**src/rtl/spi_pkg.sv**
```systemverilog
// Shared types and constants for the SPI receive deserialiser.
package spi_pkg;

    typedef enum logic [0:0] {
        IDLE  = 1'b0,
        SHIFT = 1'b1
    } spi_state_t;

    localparam int D_PACK_MIN = 2;
    localparam int D_PACK_MAX = 32;

    // Bit-counter width for a frame of d_pack bits, with d_pack clamped to the legal range.
    function automatic int cnt_width(input int d_pack);
        int d;
        d = (d_pack < D_PACK_MIN) ? D_PACK_MIN : ((d_pack > D_PACK_MAX) ? D_PACK_MAX : d_pack);
        return $clog2(d);
    endfunction

endpackage

```
**src/rtl/spi_edge_det.sv**
```systemverilog
// Edge detector for an oversampled serial clock; optional 2-flop synchroniser under SPI_RX_SYNC_EN.
module spi_edge_det (
    input  logic clk,
    input  logic sig,
    output logic rise,
    output logic fall
);

    logic level_s;
    logic dly_r;

`ifdef SPI_RX_SYNC_EN
    logic [1:0] sync_r;

    // Two-flop synchroniser; left unreset so no artificial edge appears at reset release.
    always_ff @(posedge clk) begin
        sync_r <= {sync_r[0], sig};
    end

    assign level_s = sync_r[1];
`else
    assign level_s = sig;
`endif

    // One-cycle delayed copy; it tracks the input during reset too, so no false edge follows release.
    always_ff @(posedge clk) begin
        dly_r <= level_s;
    end

    assign rise = level_s & ~dly_r;
    assign fall = ~level_s & dly_r;

endmodule

```
**src/rtl/spi_rx_deser.sv**
```systemverilog
// SPI slave receive deserialiser: oversamples SCK on CLK and assembles D_PACK-bit frames.
// Optional input synchronisers are enabled with the SPI_RX_SYNC_EN macro.
module spi_rx_deser
    import spi_pkg::*;
#(
    parameter int D_PACK    = 8,
    parameter int LSB_FIRST = 1
) (
    input  logic              CLK,
    input  logic              RST,
    input  logic              SCK,
    input  logic              DATA_IN,
    input  logic              CS_N,
    input  logic              C_POL,
    input  logic              C_PH,
    input  logic              READY,
    input  logic              OVR_CLR,
    output logic [D_PACK-1:0] PAR_OUT,
    output logic              VALID,
    output logic              BUSY,
    output logic              OVERRUN,
    output logic              FRAME_ERR
);

    localparam int                CNT_W    = cnt_width(D_PACK);
    localparam logic [CNT_W-1:0] LAST_IDX = CNT_W'(D_PACK - 1);

    spi_state_t        state_r;
    logic [CNT_W-1:0]  cnt_r;
    logic [D_PACK-1:0] shreg_r;
    logic [D_PACK-1:0] par_r;
    logic              valid_r;
    logic              busy_r;
    logic              overrun_r;
    logic              frame_err_r;

    logic              sck_rise_s;
    logic              sck_fall_s;
    logic              data_s;
    logic              cs_s;
    logic              sample_s;
    logic              complete_s;
    logic [CNT_W-1:0]  idx_s;
    logic [D_PACK-1:0] word_s;

`ifdef SPI_RX_SYNC_EN
    logic [1:0] data_sync_r;
    logic [1:0] cs_sync_r;

    // Synchronise data and select alongside SCK so all three keep the same latency.
    always_ff @(posedge CLK) begin
        data_sync_r <= {data_sync_r[0], DATA_IN};
        cs_sync_r   <= {cs_sync_r[0], CS_N};
    end

    assign data_s = data_sync_r[1];
    assign cs_s   = cs_sync_r[1];
`else
    assign data_s = DATA_IN;
    assign cs_s   = CS_N;
`endif

    spi_edge_det u_sck_edge (
        .clk  (CLK),
        .sig  (SCK),
        .rise (sck_rise_s),
        .fall (sck_fall_s)
    );

    // Sampling-edge selection, bit placement and frame-completion decode.
    always_comb begin
        sample_s   = (C_POL == C_PH) ? sck_rise_s : sck_fall_s;
        idx_s      = (LSB_FIRST != 0) ? cnt_r : (LAST_IDX - cnt_r);
        word_s     = shreg_r;
        word_s[idx_s] = data_s;
        complete_s = (state_r == SHIFT) && !cs_s && sample_s && (cnt_r == LAST_IDX);
    end

    // Frame FSM, shift register, output word and status flags.
    always_ff @(posedge CLK) begin
        if (RST) begin
            state_r     <= IDLE;
            cnt_r       <= {CNT_W{1'b0}};
            shreg_r     <= {D_PACK{1'b0}};
            par_r       <= {D_PACK{1'b0}};
            valid_r     <= 1'b0;
            busy_r      <= 1'b0;
            overrun_r   <= 1'b0;
            frame_err_r <= 1'b0;
        end else begin
            frame_err_r <= 1'b0;
            case (state_r)
                IDLE: begin
                    cnt_r <= {CNT_W{1'b0}};
                    if (!cs_s) begin
                        state_r <= SHIFT;
                        busy_r  <= 1'b1;
                    end else begin
                        state_r <= IDLE;
                        busy_r  <= 1'b0;
                    end
                end
                SHIFT: begin
                    if (cs_s) begin
                        state_r     <= IDLE;
                        busy_r      <= 1'b0;
                        cnt_r       <= {CNT_W{1'b0}};
                        shreg_r     <= {D_PACK{1'b0}};
                        frame_err_r <= (cnt_r != {CNT_W{1'b0}});
                    end else if (sample_s) begin
                        shreg_r <= word_s;
                        cnt_r   <= (cnt_r == LAST_IDX) ? {CNT_W{1'b0}} : (cnt_r + CNT_W'(1));
                    end else begin
                        state_r <= SHIFT;
                    end
                end
                default: begin
                    state_r <= IDLE;
                    busy_r  <= 1'b0;
                    cnt_r   <= {CNT_W{1'b0}};
                end
            endcase

            // A completing frame may replace the word only if the old one is gone or being taken now.
            if (complete_s && (!valid_r || READY)) begin
                par_r   <= word_s;
                valid_r <= 1'b1;
            end else if (valid_r && READY) begin
                valid_r <= 1'b0;
            end else begin
                valid_r <= valid_r;
            end

            if (complete_s && valid_r && !READY) begin
                overrun_r <= 1'b1;
            end else if (OVR_CLR) begin
                overrun_r <= 1'b0;
            end else begin
                overrun_r <= overrun_r;
            end
        end
    end

    assign PAR_OUT   = par_r;
    assign VALID     = valid_r;
    assign BUSY      = busy_r;
    assign OVERRUN   = overrun_r;
    assign FRAME_ERR = frame_err_r;

endmodule

```
**config.mk**
```make
export PLATFORM = sky130hd
export DESIGN_NAME = spi_rx_deser
export DESIGN_NICKNAME = d
export VERILOG_FILES = /design/src/rtl/spi_pkg.sv /design/src/rtl/spi_edge_det.sv /design/src/rtl/spi_rx_deser.sv
export SDC_FILE = /design/constraint.sdc
export NUM_CORES = 1
export LEC_CHECK = 0
export ABC_AREA = 1
export CORE_MARGIN = 4
export CORE_UTILIZATION = 55
export CTS_BUF_LIST = sky130_fd_sc_hd__clkbuf_2 sky130_fd_sc_hd__clkbuf_4 sky130_fd_sc_hd__clkbuf_8
export DETAILED_ROUTE_END_ITERATION = 10
export GPL_TIMING_DRIVEN = 0
export HOLD_SLACK_MARGIN = 0.1
export PLACE_DENSITY = 0.85
export SYNTH_ARGS = -nofsm -noshare
export SYNTH_HDL_FRONTEND = slang
export SYNTH_SLANG_ARGS = --single-unit
```
**constraint.sdc**
```tcl
create_clock -name CLK -period 3.2 [get_ports CLK]
set_clock_uncertainty 0.05 [all_clocks]
set_input_delay 0.8 -clock CLK [delete_from_list [all_inputs] [get_ports CLK]]
set_output_delay 0.8 -clock CLK [all_outputs]
set_load 0.02 [all_outputs]
```
==> results.ini, run 1 <==
[outcome]
status=finished clean

[logic_synthesis]
ys_async_sr_fraction=0
ys_top_cells_by_area=dfxtp_1, nand2_1, nand3_1, inv_1, nor2_1
syn_area_um2=1180
synthMostInstantiatedCell=nand2_1
synth.avg_cell_area_um2=7.09
yosysUniqueCellTypes=20
yosysTopAreaCell=dfxtp_1
synth_top_cell_area_share=0.423
synthCells=167
syn_nets=179
ys.flop_type=dfxtp_1
yosys-top-cells-count=nand2_1, dfxtp_1, inv_1
yosysWarningCount=0
synth-edff-count=0
seq_area_frac_synth=0.423
synth-seq-cells=25

[drt]
drt-vias-per-instance=5.33
wl_per_cell_um=11.9
vias=1162
drt-total-wl_um=2590
drc_errors=0
drtPass1Iterations=4
drt_iter0_drc=55
drtAntennaViolNets=0

[grt]
grt_max_degree=15
grt_pass1_wl_um=4500
antenna_found_initial=0
grt_pass1_vias=1135
track_usage=0.208
overflow=0

[floorplanning]
dieArea_um2=2960
die_width_um=54.4
core_um2=2000
num_io_pins=21
fp.dieH_um=54.4
start_util=0.591
fp-row-count=16

[sta]
worst_pin_slew_ns=0.493
period_share=0.668
finalSetupViolations=0
hold_violations=0
relSlewSlack=0.671
max_freq_mhz=468
fin_hold_ws_ns=0.427
rsz0062_at_grt=no
finalMaxSlewViolations=0
worst_slack_ns=1.06
period_needed_ns=2.14
setup-tns-final_ns=0

[critical_path]
cp_data_arrival_time_ns=1.29
max_stage_delay_ns=0.60
crit_required_ns=2.35
r2r-start=cnt_r[0]
crit_type=reg -> out
worstSetupEndpointType=output pin
cp.buffers_inverters=1
startpoint=PAR_OUT[5]
crit_path_start_kind=flip-flop
path_cells=clkdlybuf4s50_1
cp_max_fo=2
critPathSlowestCell=clkdlybuf4s50_1
path_delay_family=buffers and inverters

[final_layout]
syn_to_final_growth_pct=22.1
fillCellCount=174
multi_input_area_um2=568
final_nets=204
seqCellArea_um2=500
num_antenna_cells=0
post-route-util=0.722
fin_cells=218
drive_gt1_frac=0.0733

[power_and_ir_drop]
ir_drop_mv=0.244
p_per_area_nw_per_um2=349
p_leak_nw=0.627

[clock_network]
cts_htree_levels=1
cts_sinks=25
cts_tree=built
clk_pin_slew_ns=0.14
cts_root_buf=clkbuf_4
clockBufferDepth=2
cts_made_buffers=3
insertion_delay_ns=0.32
cts_resized=0
hold_buffers=0
cts_setup_buffers=0

[flow_run]
cap_violations=0

[place]
routabilityCongestion=0.852
place_ws_ns=0.838
placed_cells=214
portBuffers=20
dpl.hpwl_um=1890

[hold_path]
hp-start=shreg_r[4]
hold_class=reg -> reg

==> cell type report <==
class	count	share of cell area
multi-input cells	114	0.393
inverters	24	0.0623
flip-flops and latches	25	0.346
clock buffers	3	0.0156
well taps	27	0.0234
repair buffers	20	0.139
clock inverters	1	0.00346
plain buffers	4	0.0173
==> metal layers <==
| metal | vias to the layer above | part of all wire | global-route usage |
|---|---|---|---|
| li1 | 586 | - | - |
| met5 | - | 0 | 0 |
| met1 | 525 | 0.44 | 0.241 |
| met3 | 9 | 0.056 | 0.0245 |
| met2 | 42 | 0.48 | 0.361 |
| met4 | 0 | 0.032 | 0.129 |
==> kinds of logic after synthesis <==
kind of cell | Yosys count | synth area share
adder cells (fa/ha/maj) | 3 | 0.0317
AND/OR/NAND/NOR | 88 | 0.346
flip-flops | 25 | 0.423
buffers and inverters | 28 | 0.0973
AO/OA/AOI/OAI | 23 | 0.103
==> final timing paths <==
check,to,slack [ns],cells after the start
worst max-delay path,PAR_OUT[5],1.06,1
worst min-delay path,shreg_r[4],0.43,2
worst max register to register,PAR_OUT[0],1.53,6
worst min register to register,shreg_r[4],0.43,2
==> registers in the layout (all words and copies together), names as in the netlist <==
register	cells
cnt_r	3
u_sck_edge.dly_r	1
FRAME_ERR	1
state_r	1
OVERRUN	1
BUSY	1
PAR_OUT	8
VALID	1
shreg_r	8
==> through the flow <==
stage	area (um2)	power, mW
2_1_floorplan	1180	0.346
3_3_place_gp	1420	0.365
3_5_place_dp	1420	0.367
4_1_cts	1450	0.507
5_1_grt	1450	0.522
6_report	1450	0.504
==> cells in the final DEF, fill, tap and decap left out <==
master,instances
dfxtp_1,25
a2111oi_0,1
nand2_1,37
nor2_4,1
nand4_4,1
nand3_1,22
clkinv_2,1
inv_1,24
or2_2,1
clkbuf_4,3
nor2_1,19
clkdlybuf4s50_1,20
ha_1,3
o21a_1,1
nand4_1,2
clkbuf_1,1
nor3_1,1
o21ai_0,8
a21oi_1,13
buf_6,1
nand3_2,2
nand2_2,2
buf_2,2
==> power by group <==
part,internal (mW),switching [mW]
clock network,0.0469,0.0972
registers,0.314,0.00199
logic,0.0170,0.0274
total,0.378,0.127
(Power assumes the default switching activity.)
==> run 2, diff against run 1 <==
- CORE_UTILIZATION: 55 -> 48
- PLACE_DENSITY: 0.85 -> 0.79
- clock period: 3.2 -> 1.8 ns (I/O delays scaled with it)
==> results.ini, run 2 (same netlist as run 1, synthesis figures left out) <==
[power_and_ir_drop]
ir_drop_mv=0.396
power.share.switching=0.251
p_per_area_nw_per_um2=606
p_switching_uw=224
total_power_uw=896
p_leak_nw=0.819
comb_power_share=0.087
clkPwrFrac=0.286
intPower_uw=671
seq_power_share=0.627

[floorplanning]
core_um2=2280
fp.dieH_um=57.7
die_width_um=57.7
num_io_pins=21
start_util=0.520
dieArea_um2=3320
fp-row-count=17

[final_layout]
post-route-util=0.649
final_area_um2=1480
final_nets=205
syn_to_final_growth_pct=24.8
fin_cells=220
final_common_cell=nand2_1
num_antenna_cells=0
fillCellCount=207
layout_common_cells=nand2_1, dfxtp_1, inv_1
drive_gt1_frac=0.0781

[grt]
antenna_found_initial=0
grt_pass1_vias=1075
grt_pass1_wl_um=4420
overflow=0
grt_max_degree=15
track_usage=0.166

[drt]
wl_per_cell_um=11.8
vias=1168
drt-vias-per-instance=5.31
drc_errors=0
drt_iter0_drc=28
drtPass1Iterations=4
drt-total-wl_um=2600
wl_met1_um=1120
drtAntennaViolNets=0
route.met3.wl_um=126
wl_met2_um=1290
top_layer=met4

[sta]
rsz0062_at_grt=no
worst_pin_slew_ns=0.460
max_freq_mhz=573
hold_violations=0
period_needed_ns=1.75
relSlewSlack=0.693
finalSetupViolations=0
fin_hold_ws_ns=0.426
period_share=0.970
finalMaxSlewViolations=0

[hold_path]
hold_class=reg -> reg

[outcome]
status=finished clean

[flow_run]
cap_violations=0

[critical_path]
worstSetupEndpointType=output pin
cp.buffers_inverters=1
max_stage_delay_ns=0.59
cp_data_arrival_time_ns=1.25
crit_path_start_kind=flip-flop
crit_type=reg -> out
path_cells=clkdlybuf4s50_1
cp_max_fo=1
critPathSlowestCell=clkdlybuf4s50_1
path_delay_family=buffers and inverters
crit_required_ns=1.30

[place]
portBuffers=20
placed_area_um2=1420
routabilityCongestion=0.838
dpl.hpwl_um=1880
placed_cells=215

[clock_network]
cts_tree=built
clk_pin_slew_ns=0.13
cts_root_buf=clkbuf_4
clockBufferDepth=2
hold_buffers=0
cts_sinks=25
cts_made_buffers=3
cts_htree_levels=1
insertion_delay_ns=0.32

run 2: path summary, 6_finish.rpt:
check	from	endpoint	slack [ns]	cells past startpoint
max	FRAME_ERR	FRAME_ERR	0.05	1
min	BUSY	BUSY	0.43	1
max reg2reg	cnt_r[0]	PAR_OUT[6]	0.17	7
min reg2reg	BUSY	BUSY	0.43	1
run 2: through the flow:
step | setup slack [ns] | setup TNS, ns
floorplan | 0.397 | 0
global placement | -0.172 | -2.26
detailed placement | -0.239 | -3.66
CTS | 0.00629 | 0
global route | 0.00254 | 0
finish | 0.0539 | 0
run 2: power groups by stage:
| stage | combinational, mW | sequential (mW) | clock (mW) |
|---|---|---|---|
| final | 0.0783 | 0.561 | 0.256 |
| after CTS | 0.0789 | 0.561 | 0.257 |
| after detailed placement | 0.0781 | 0.573 | 0 |
| after global routing | 0.0868 | 0.562 | 0.282 |
| after floorplan | 0.0404 | 0.575 | 0 |
| after global placement | 0.0757 | 0.573 | 0 |
run 2: layer usage:
layer  vias to the layer above  track usage
li1                        585            -
met1                       540        0.190
met2                        34        0.302
met3                         9       0.0223
met4                         0       0.0762
met5                         -            0
run 2: what timing repair did:
action / in CTS / in global routing
endpoints found under the setup margin: 1 / 11
resized for setup: 1 / 10
setup buffers: 0 / 1
run 2: final cells by class:
| cell class | instances | area, um2 | share of cell area |
|---|---|---|---|
| multi-input cells | 114 | 568 | 0.384 |
| flip-flops and latches | 25 | 500 | 0.339 |
| repair buffers | 21 | 231 | 0.157 |
| inverters | 24 | 90.1 | 0.0610 |
| well taps | 28 | 35.0 | 0.0237 |
| plain buffers | 4 | 25.0 | 0.0169 |
| clock buffers | 3 | 22.5 | 0.0152 |
| clock inverters | 1 | 5.00 | 0.00339 |
==> run 3, diff against run 2 <==
- ABC_AREA: 1 -> 0
==> results.ini, run 3 <==
[logic_synthesis]
synthMostInstantiatedCell=dfxtp_1
synthCells=130
yosys-top-cells-count=dfxtp_1, nor3_1, nand2_1
syn_nets=142
yosysUniqueCellTypes=29
synth_top_cell_area_share=0.421
yosysTopAreaCell=dfxtp_1
yosysWarningCount=0
synth-seq-cells=25
synth.avg_cell_area_um2=9.15
ys_top_cells_by_area=dfxtp_1, mux2_2, nor3_1, nand2b_1, a21oi_1
synth-edff-count=0
syn_area_um2=1190
ys_async_sr_fraction=0
seq_area_frac_synth=0.421
ys.flop_type=dfxtp_1

[critical_path]
rrSetupSlack_ns=0.17
path_cells=clkdlybuf4s50_1
worstSetupEndpointType=output pin
startpoint=FRAME_ERR
crit_required_ns=1.30
worstSetupPathDepth=1
crit_type=reg -> out
max_stage_delay_ns=0.59
cp.buffers_inverters=1
r2r-start=cnt_r[0]
worstRegToRegCells=6
cp-endpoint=FRAME_ERR
crit_path_start_kind=flip-flop
cp_max_fo=1
cp_data_arrival_time_ns=1.23
r2r_end=PAR_OUT[0]
path_delay_family=buffers and inverters
critPathSlowestCell=clkdlybuf4s50_1

[grt]
overflow=0
grt_pass1_vias=1065
grt_pass1_wl_um=4910
antenna_found_initial=0
grt_max_degree=15
track_usage=0.184

[sta]
finalSetupViolations=0
period_share=0.960
period_needed_ns=1.73
hold_violations=0
worst_pin_slew_ns=0.488
setup-tns-final_ns=0
relSlewSlack=0.674
worst_slack_ns=0.0712
finalMaxSlewViolations=0
fin_hold_ws_ns=0.330
max_freq_mhz=578

[final_layout]
seqCellArea_um2=500
num_antenna_cells=0
layout_common_cells=dfxtp_1, nor3_1, dlymetal6s2s_1
syn_to_final_growth_pct=32.7
fin_cells=185
final_common_cell=dfxtp_1
final_area_um2=1580
final_nets=170
fillCellCount=177
multi_input_area_um2=704
drive_gt1_frac=0.172

[floorplanning]
fp-row-count=17
dieArea_um2=3340
start_util=0.523
fp.dieH_um=57.8
die_width_um=57.8
num_io_pins=21
core_um2=2280

[clock_network]
cts_made_buffers=3
hold_buffers=0
cts_sinks=25
cts_root_buf=clkbuf_4
cts_htree_levels=1
insertion_delay_ns=0.32
clk_pin_slew_ns=0.14
cts_tree=built
clockBufferDepth=2

[outcome]
status=finished clean

[flow_run]
cap_violations=0

[place]
placed_area_um2=1420
place_ws_ns=-0.458
dpl.hpwl_um=1890
portBuffers=19
placed_cells=177
routabilityCongestion=0.801

[power_and_ir_drop]
ir_drop_mv=0.479
p_per_area_nw_per_um2=579
p_leak_nw=0.782

[drt]
drtPass1Iterations=5
wl_per_cell_um=15.4
vias=1062
drt_iter0_drc=48
drtAntennaViolNets=0
drc_errors=0
drt-total-wl_um=2850
drt-vias-per-instance=5.74

[hold_path]
holdPathStages=1
hold_class=in -> reg

run 3: cell types whose count changed in the layout (fill, tap and decap cells not counted), moves of 8 or more:
cell      change
o21ai_0       -8
nand2b_1      +9
nor2_1       -17
nand3_1      -21
inv_1        -20
nor3_1       +13
nand2_1      -25
run 3: final cells by class:
class,count,share of cell area
Buffer,8,0.0269
Multi-Input combinational cell,93,0.446
Clock buffer,3,0.0143
Clock inverter,1,0.00317
Inverter,4,0.00951
Tap cell,28,0.0222
Sequential cell,25,0.317
Timing Repair Buffer,23,0.161
run 3: logic make-up (layout without fill, tap and decap cells):
| logic type | Yosys count | in the layout | synth area share |
|---|---|---|---|
| AO/OA/AOI/OAI | 24 | 24 | 0.129 |
| XOR/XNOR | 1 | 1 | 0.0137 |
| adder cells (fa/ha/maj) | 3 | 3 | 0.0315 |
| buffers and inverters | 12 | 39 | 0.0463 |
| flip-flops | 25 | 25 | 0.421 |
| multiplexers | 12 | 12 | 0.108 |
| AND/OR/NAND/NOR | 53 | 53 | 0.250 |
run 3: where the power goes:
part	switching [mW]	internal (mW)	total, mW
Combinational	0.0502	0.0510	0.101
Clock	0.168	0.0832	0.251
Sequential	0.00417	0.558	0.562
run 3: worst min path at each step:
| stage | end | startpoint | slack (ns) |
|---|---|---|---|
| after global routing | u_sck_edge.dly_r | SCK | 0.32 |
| after global placement | BUSY | BUSY | 0.39 |
| after CTS | BUSY | BUSY | 0.43 |
| final | u_sck_edge.dly_r | SCK | 0.33 |
| after floorplan | shreg_r[6] | shreg_r[6] | 0.40 |
| after detailed placement | BUSY | BUSY | 0.41 |
run 3: metal layers:
layer  vias to the layer above  part of all wire  global-route usage
met5                         -                 0                   0
met4                         0            0.0088              0.0430
met3                         4             0.061              0.0267
met2                        40              0.51               0.319
met1                       499              0.42               0.239
li1                        519                 -                   -
run 3: through the flow:
stage	power, mW	util
2_1_floorplan	0.616	-
3_3_place_gp	0.647	0.622
3_5_place_dp	0.649	0.622
4_1_cts	0.917	0.670
5_1_grt	0.953	0.694
6_report	0.914	0.694
run 3: what timing repair did:
item,4_1_cts,5_1_grt
pin swaps,2,1
gates cloned,0,0
resized for setup,10,19
setup buffers,3,1
endpoints found under the setup margin,17,26
